### config.mk
export PLATFORM = sky130hd
export DESIGN_NAME = ex_wb_regfile_flat
export DESIGN_NICKNAME = d
export VERILOG_FILES = /design/src/rtl/ex_wb_regfile_if.sv /design/src/rtl/ex_wb_regfile.sv /design/src/flat_wrapper.sv
export SDC_FILE = /design/constraint.sdc
export NUM_CORES = 1
export LEC_CHECK = 0
export ABC_CLOCK_PERIOD_IN_PS = 2650
export CAP_MARGIN = 0
export CORE_ASPECT_RATIO = 1.2
export CORE_MARGIN = 1
export CORE_UTILIZATION = 50
export CTS_BUF_LIST = sky130_fd_sc_hd__clkbuf_8
export CTS_CLUSTER_DIAMETER = 40
export DETAILED_ROUTE_END_ITERATION = 8
export GPL_TIMING_DRIVEN = 0
export PLACE_DENSITY = 0.77
export SYNTH_ARGS = -nofsm -noshare
export SYNTH_HDL_FRONTEND = slang
export SYNTH_SLANG_ARGS = --single-unit
### constraint.sdc
create_clock -name Clk -period 2.65 [get_ports Clk]
set_input_delay 0.6625 -clock Clk [delete_from_list [all_inputs] [get_ports Clk]]
set_output_delay 0.6625 -clock Clk [all_outputs]
set_load 0.1 [all_outputs]
### src/rtl/ex_wb_regfile_if.sv
// EX/WB boundary bundle: EX result in, read/forward ports and WB latch out.
// Optional Retire_Cnt when EX_WB_RETIRE_CNT_EN is defined.
interface ex_wb_regfile_if #(
   parameter int DATA_W = 8,
   parameter int REG_AW = 3
);
   logic              EX_Valid;
   logic              EX_RegWrite;
   logic [REG_AW-1:0] EX_Write_Reg;
   logic [DATA_W-1:0] EX_Result;
   logic              Stall;
   logic              Flush;
   logic [REG_AW-1:0] Read_Reg;
   logic [DATA_W-1:0] Read_Data;
   logic [REG_AW-1:0] Fwd_Reg;
   logic              Fwd_Hit;
   logic [DATA_W-1:0] Fwd_Data;
   logic              WB_Valid;
   logic [REG_AW-1:0] WB_Write_Reg;
   logic [DATA_W-1:0] WB_Write_Data;
`ifdef EX_WB_RETIRE_CNT_EN
   logic [15:0]       Retire_Cnt;

   modport master (
      output EX_Valid, EX_RegWrite, EX_Write_Reg, EX_Result,
      output Stall, Flush, Read_Reg, Fwd_Reg,
      input  Read_Data, Fwd_Hit, Fwd_Data,
      input  WB_Valid, WB_Write_Reg, WB_Write_Data, Retire_Cnt
   );

   modport slave (
      input  EX_Valid, EX_RegWrite, EX_Write_Reg, EX_Result,
      input  Stall, Flush, Read_Reg, Fwd_Reg,
      output Read_Data, Fwd_Hit, Fwd_Data,
      output WB_Valid, WB_Write_Reg, WB_Write_Data, Retire_Cnt
   );
`else
   modport master (
      output EX_Valid, EX_RegWrite, EX_Write_Reg, EX_Result,
      output Stall, Flush, Read_Reg, Fwd_Reg,
      input  Read_Data, Fwd_Hit, Fwd_Data,
      input  WB_Valid, WB_Write_Reg, WB_Write_Data
   );

   modport slave (
      input  EX_Valid, EX_RegWrite, EX_Write_Reg, EX_Result,
      input  Stall, Flush, Read_Reg, Fwd_Reg,
      output Read_Data, Fwd_Hit, Fwd_Data,
      output WB_Valid, WB_Write_Reg, WB_Write_Data
   );
`endif
endinterface

### src/rtl/ex_wb_regfile.sv
// EX/WB pipeline latch plus 8x8 register file with bypassed read port.
// Optional retire counter enabled by EX_WB_RETIRE_CNT_EN.
module ex_wb_regfile #(
   parameter int DATA_W   = 8,
   parameter int REG_AW   = 3,
   parameter int NUM_REGS = 2**REG_AW
) (
   input logic            Clk,
   input logic            Reset,
   ex_wb_regfile_if.slave bus
);
   typedef struct packed {
      logic              valid;
      logic              reg_write;
      logic [REG_AW-1:0] rd;
      logic [DATA_W-1:0] data;
   } wb_latch_t;

   wb_latch_t         wb;
   logic [DATA_W-1:0] rf [NUM_REGS];
   logic              wb_we;
   logic              advance;
   logic [DATA_W-1:0] rd_data;

   // Flush overrides Stall: the pending WB instruction still drains.
   assign advance = bus.Flush | ~bus.Stall;
   assign wb_we   = wb.valid & wb.reg_write & (wb.rd != '0);

   always_ff @(posedge Clk or posedge Reset) begin
      if (Reset) begin
         wb <= '0;
      end else if (bus.Flush) begin
         wb <= '{1'b0, 1'b0, bus.EX_Write_Reg, bus.EX_Result};
      end else if (!bus.Stall) begin
         wb <= '{bus.EX_Valid,
                 bus.EX_Valid & bus.EX_RegWrite,
                 bus.EX_Write_Reg,
                 bus.EX_Result};
      end
   end

   always_ff @(posedge Clk or posedge Reset) begin
      if (Reset) begin
         for (int i = 0; i < NUM_REGS; i++) begin
            rf[i] <= '0;
         end
      end else if (wb_we && advance) begin
         rf[wb.rd] <= wb.data;
      end
   end

   always_comb begin
      rd_data = rf[bus.Read_Reg];
      if (bus.Read_Reg == '0) begin
         rd_data = '0;
      end else if (wb_we && (wb.rd == bus.Read_Reg)) begin
         rd_data = wb.data;
      end
   end

   assign bus.Read_Data     = rd_data;
   assign bus.Fwd_Hit       = wb_we & (wb.rd == bus.Fwd_Reg);
   assign bus.Fwd_Data      = wb.data;
   assign bus.WB_Valid      = wb.valid;
   assign bus.WB_Write_Reg  = wb.rd;
   assign bus.WB_Write_Data = wb.data;

`ifdef EX_WB_RETIRE_CNT_EN
   logic [15:0] retire_cnt;

   // Counts every valid instruction leaving the latch; saturates.
   always_ff @(posedge Clk or posedge Reset) begin
      if (Reset) begin
         retire_cnt <= '0;
      end else if (wb.valid && advance && (retire_cnt != 16'hFFFF)) begin
         retire_cnt <= retire_cnt + 16'd1;
      end
   end

   assign bus.Retire_Cnt = retire_cnt;
`endif
endmodule

### src/flat_wrapper.sv
// flat-port wrapper written by rule: the top's interface ports become plain ports
module ex_wb_regfile_flat 
#(
   parameter int DATA_W   = 8,
   parameter int REG_AW   = 3,
   parameter int NUM_REGS = 2**REG_AW
)
  (Clk, Reset, bus_EX_Valid, bus_EX_RegWrite, bus_EX_Write_Reg, bus_EX_Result, bus_Stall, bus_Flush, bus_Read_Reg, bus_Fwd_Reg, bus_Read_Data, bus_Fwd_Hit, bus_Fwd_Data, bus_WB_Valid, bus_WB_Write_Reg, bus_WB_Write_Data);
  ex_wb_regfile_if #(.DATA_W(DATA_W), .REG_AW(REG_AW)) bus_i ();
  input logic Clk;
  input logic Reset;
  input wire logic [$bits(bus_i.EX_Valid)-1:0] bus_EX_Valid;
  input wire logic [$bits(bus_i.EX_RegWrite)-1:0] bus_EX_RegWrite;
  input wire logic [$bits(bus_i.EX_Write_Reg)-1:0] bus_EX_Write_Reg;
  input wire logic [$bits(bus_i.EX_Result)-1:0] bus_EX_Result;
  input wire logic [$bits(bus_i.Stall)-1:0] bus_Stall;
  input wire logic [$bits(bus_i.Flush)-1:0] bus_Flush;
  input wire logic [$bits(bus_i.Read_Reg)-1:0] bus_Read_Reg;
  input wire logic [$bits(bus_i.Fwd_Reg)-1:0] bus_Fwd_Reg;
  output wire logic [$bits(bus_i.Read_Data)-1:0] bus_Read_Data;
  output wire logic [$bits(bus_i.Fwd_Hit)-1:0] bus_Fwd_Hit;
  output wire logic [$bits(bus_i.Fwd_Data)-1:0] bus_Fwd_Data;
  output wire logic [$bits(bus_i.WB_Valid)-1:0] bus_WB_Valid;
  output wire logic [$bits(bus_i.WB_Write_Reg)-1:0] bus_WB_Write_Reg;
  output wire logic [$bits(bus_i.WB_Write_Data)-1:0] bus_WB_Write_Data;
  assign bus_i.EX_Valid = bus_EX_Valid;
  assign bus_i.EX_RegWrite = bus_EX_RegWrite;
  assign bus_i.EX_Write_Reg = bus_EX_Write_Reg;
  assign bus_i.EX_Result = bus_EX_Result;
  assign bus_i.Stall = bus_Stall;
  assign bus_i.Flush = bus_Flush;
  assign bus_i.Read_Reg = bus_Read_Reg;
  assign bus_i.Fwd_Reg = bus_Fwd_Reg;
  assign bus_Read_Data = bus_i.Read_Data;
  assign bus_Fwd_Hit = bus_i.Fwd_Hit;
  assign bus_Fwd_Data = bus_i.Fwd_Data;
  assign bus_WB_Valid = bus_i.WB_Valid;
  assign bus_WB_Write_Reg = bus_i.WB_Write_Reg;
  assign bus_WB_Write_Data = bus_i.WB_Write_Data;
  ex_wb_regfile #(.DATA_W(DATA_W), .REG_AW(REG_AW), .NUM_REGS(NUM_REGS)) u_core (.Clk(Clk), .Reset(Reset), .bus(bus_i));
endmodule
; After elaboration in Yosys (flattened, before gate mapping)
; Index checks and enable logic that the tools add are counted.
[word_totals]
inputBits = 23
register_bits = 77
latchBits = 0
mem_bits_ro = 0
elab_cells = 41
output_inout_bits = 29
n_memories = 0
ram_bits = 0
[op_classes]
add_sub_neg = 0
n_reduce_logical = 5
magnitude_cmp = 3
eq_ne = 3
shift = 0
bitwise = 8
n_mul = 0
mux = 10
n_div = 0
[op_table]
columns = operator, count
row1 = bitwise mux 64 bit, 1
row2 = 2-to-1 mux 8 bit, 5
row3 = 2-to-1 mux 13 bit, 2
row4 = binary-select mux 8 bit (select 3 bit), 1
row5 = demux 8 bit (select 3 bit), 1
row6 = "greater-or-equal comparator 4 bit, second input constant", 2
row7 = NOT 3 -> 4 bit, 2
row8 = equality test 3 bit, 2
row9 = bitwise AND 1 bit, 4
row10 = "< comparator 4 x 1 -> 1 bit, second input constant", 1
row11 = logical AND 1 bit, 3
row12 = logical NOT 3 bit, 1
row13 = nonzero test 3 bit, 1
row14 = "inequality test 2 x 1 -> 1 bit, second input constant", 1
row15 = NOT 1 bit, 1
row16 = bitwise OR 1 bit, 1

; Logic depth before layout (Yosys ltp)
[depth]
depth_word = 6
ltp_mapped = 6
mapped_depth_nobuf = 4

; Worst setup path after synthesis
; Ideal clock, no wire load.
[synth_path]
kind = register to output
start = register u_core.wb (netlist bit u_core.bus.WB_Valid)
end = output bus_Fwd_Hit
stages_incl_launch_ff = 3
t_arrival_ns = 4.258
path_buffers = 0
slack_ns = -2.270
required_ns = 1.987
path_cell_list = dfrtp_1 -> o311ai_1 -> nor4_1
[synth_between]
elab_chain_cells = 3
[synth_lines]
columns = element, line
row1 = from (decl), ex_wb_regfile.sv:19  ; wb_latch_t wb;
row2 = from (signal assigned), ex_wb_regfile.sv:33  ; wb <= '{1'b0, 1'b0, bus.EX_Write_Reg, bus.EX_Result};
row3 = from (signal assigned), ex_wb_regfile.sv:35  ; wb <= '{bus.EX_Valid,
row4 = bitwise AND 1 bit (2 in a row), ex_wb_regfile.sv:27  ; assign wb_we = wb.valid & wb.reg_write & (wb.rd != '0);
row5 = bitwise AND 1 bit, ex_wb_regfile.sv:62  ; assign bus.Fwd_Hit = wb_we & (wb.rd == bus.Fwd_Reg);
row6 = to (decl), flat_wrapper.sv:21  ; output wire logic [$bits(bus_i.Fwd_Hit)-1:0] bus_Fwd_Hit;
; Every way passes these cells.

; Worst setup path in the final report
[layout_path]
start = register u_core.wb (netlist bit u_core.bus.WB_Write_Reg[1])
end = output bus_Read_Data[3]
[layout_between]
elab_chain_cells = 5
[layout_lines]
columns = element, line
row1 = nonzero test 3 bit, ex_wb_regfile.sv:27
row2 = bitwise AND 1 bit, ex_wb_regfile.sv:27
row3 = logical AND 1 bit (*), ex_wb_regfile.sv:56  ; end else if (wb_we && (wb.rd == bus.Read_Reg)) begin
row4 = 2-to-1 mux 8 bit (*), ex_wb_regfile.sv:56
row5 = 2-to-1 mux 8 bit (*), ex_wb_regfile.sv:54  ; if (bus.Read_Reg == '0) begin
row6 = to (decl), flat_wrapper.sv:20  ; output wire logic [$bits(bus_i.Read_Data)-1:0] bus_Read_Data;
; Mark *: on every way between the ends. The rest lies on a longest branch, timed or not.

==> run metrics <==
run status finished, violations left; failing checks negative setup slack; Final WS setup -199 ps; number of synthesized flops with an enable pin 0; Hold Crit Depth 1; pin count of the biggest net entering global routing 54; Layout Utilization 0.715; HP Class reg2reg; storage element area 1930 sq um; GRT overflow 0; first-pass GRT wire length 12.4 mm; Multi-input gate area approximately 1800 sq um; DRC viols 0; Vias/cell around 5.6; H-tree levels 3; Max Clock Freq 351 MHz; Die Y 96.1 um; post-synthesis async set-or-reset flop share 1.00; Seq cells post-synth 77; Ports 52; Initial Utilization 0.529; die area about 7700 sq um; Synth Flop Type dfrtp_1; WP data required 1990 ps; endpoints failing setup 8; DR pass1 iterations 4; sequential fraction of the synthesis area 0.522; Worst EP arrival 2190 ps; Peak supply drop 0.381 mV; Rel. slew slack 0.352; total number of vias 2,293; CTS Buffer Depth 2; Setup Crit Path Kind reg2out; most frequent CP cell buf_6; Fin. Hold Viols 0; Area growth syn-to-layout 35.1%; CP Max Fanout 4; post-route clock period utilization 1.08; CP startpoint kind flip-flop; slowest CP cell dfrtp_1; Global Route Usage Sum 0.230; endpoint class of the critical path primary output; Power Dens Cells 542 nW/um^2; Clk Tree Root Cell clkbuf_8; Sink Count 77; row cnt 33; Max Cap Viol 0; Num CTS Buffers 9; Post-Syn Area 3690 sq um; Reg clk slew, reported paths 80 ps; width of the die 80.4 um; clk_lat worst skew 350 ps; ANT nets after route 0; core area between 6000 and 7000 sq um; Synth Net Count between 200 and 300; RSZ-0062 raised after global routing yes; pre-CTS setup slack -1370 ps; Max Clock Skew 9.26 ps; layout net count between 300 and 400; # diodes 0; gp weighted congestion 0.688; min Tclk post-route 2850 ps; # hold bufs at CTS 0; initial drt markers 127; Total Wirelength 7.78 mm; Mapped Cells 250; antenna violations before repair 0; max incr delay on CP 410 ps; layout cells sized above 1 0.592; Hold WS 462 ps; Cell variety after synth 23; r2r worst-path depth 4; routed len/inst about 19 um; max-slew violations 0; PortBufs 48; fill cell count around 460; CTS tree built; Critical Path, Cell by Cell buf_6, xor2_2, nor4_4, buf_6, mux2i_4, nor2_4, buf_12; average size of a mapped cell 14.8 sq um; dpl hpwl 4.89 mm; P_leak 2.28 nW; Ys Warns 0; Least-Margin Pin Slew between 900 and 1000 ps; vias in the first global route roughly 2.4k
flip-flops by register name, summed over array words and instances (netlist names):
register and flops:
u_core.rf 64, u_core.bus.WB_Valid 1, u_core.wb 1, u_core.bus.WB_Write_Reg 3, u_core.bus.Fwd_Data 8
synth_stat cells (all sizes together), types with 2 or more instances:
master / instances / share of area
mux2i: 9 / 0.024
mux4: 16 / 0.098
buf: 25 / 0.047
nand2: 4 / 0.0041
xor2: 6 / 0.014
nor4: 2 / 0.0075
nor2: 13 / 0.014
dfrtp: 77 / 0.52
clkbuf: 11 / 0.011
nor3b: 3 / 0.012
nand3b: 2 / 0.0041
mux2: 75 / 0.23
cell usage in the layout, fill, tap and decap left out, types with 2 or more instances in the layout:
cell             count
dfrtp_2              2
mux2i_4              8
nand2_1              4
mux2_4               8
nor4_4               2
nand3b_1             2
buf_16               3
clkinvlp_4           2
nor2_4               8
nor3b_4              2
xor2_1               4
mux4_2              16
buf_4               26
buf_6                5
clkbuf_4             2
dfrtp_1             75
clkbuf_2             8
buf_12              11
clkbuf_1             9
clkdlybuf4s50_1     20
clkbuf_8            11
dlygate4sd2_1        3
nor2_1               4
mux2_2              67
clkinv_2             3
clkdlybuf4s15_1      6
metal layers:
metal,up-vias,GRT usage,part of all wire
li1,1031,-,-
met1,1185,0.296,0.44
met2,63,0.374,0.50
met3,14,0.0313,0.037
met4,0,0.131,0.022
met5,-,0,0
power breakdown:
group          internal (mW)  switching (mW)
sequential              1.23          0.0600
clock                  0.362           0.442
combinational          0.237           0.373
cells by family (layout without fill, tap and decap cells):
| group | count (synthesis) | after routing | synth area share |
|---|---|---|---|
| xor gates and xnor gates | 6 | 6 | 0.0142 |
| DFF | 77 | 77 | 0.522 |
| muxes | 100 | 100 | 0.351 |
| and+or+nand+nor | 28 | 28 | 0.0498 |
| AOI/OAI and AO/OA | 2 | 2 | 0.00373 |
| buffers and inverters | 37 | 113 | 0.0596 |
final cells by class:
class | count | share of cell area
Buffer | 36 | 0.0587
Clock buffer | 10 | 0.0276
Clock inverter | 6 | 0.00778
Inverter | 1 | 0.00125
Multi-Input combinational cell | 136 | 0.362
Sequential cell | 77 | 0.387
Tap cell | 87 | 0.0218
Timing Repair Buffer | 60 | 0.134
critical path, delay by kind of cell, from the launching register on:
kind,cells,cell delay [ps]
mux,1,270
buf+inv,3,550
flops,1,410
xor+xnor,1,180
simple gates,2,420
stage by stage:
stage / TNS, ps / cells / power, mW / cell area [sq um]
finish: -1450 / 413 / 2.70 / 4990
global route: -1880 / 413 / 2.80 / 4990
CTS: -1060 / 413 / 2.72 / 5000
detailed placement: -18730 / 386 / 1.87 / 4450
global placement: -110000 / 385 / 1.85 / 4420
floorplan: -2320 / 250 / 1.73 / 3830
timing repair:
item,CTS,global route
gates cloned,1,0
endpoints found under the setup margin,26,24
pin swaps,4,2
buffers inserted,10,0
resized for setup,138,25
path summary, 6_finish.rpt:
path	start	end	slack (ps)
min in group asynchronous	Reset	u_core.bus.Fwd_Data[3]	630
hold / removal	u_core.rf[62]	u_core.rf[62]	460
setup / recovery	u_core.bus.WB_Write_Reg[1]	bus_Read_Data[3]	-200
max in group asynchronous	Reset	u_core.bus.WB_Write_Reg[0]	1450
hold reg to reg	u_core.rf[62]	u_core.rf[62]	460
setup reg to reg	u_core.bus.WB_Write_Reg[0]	u_core.rf[25]	510
No activity file was read; power rests on OpenSTA's default activity.
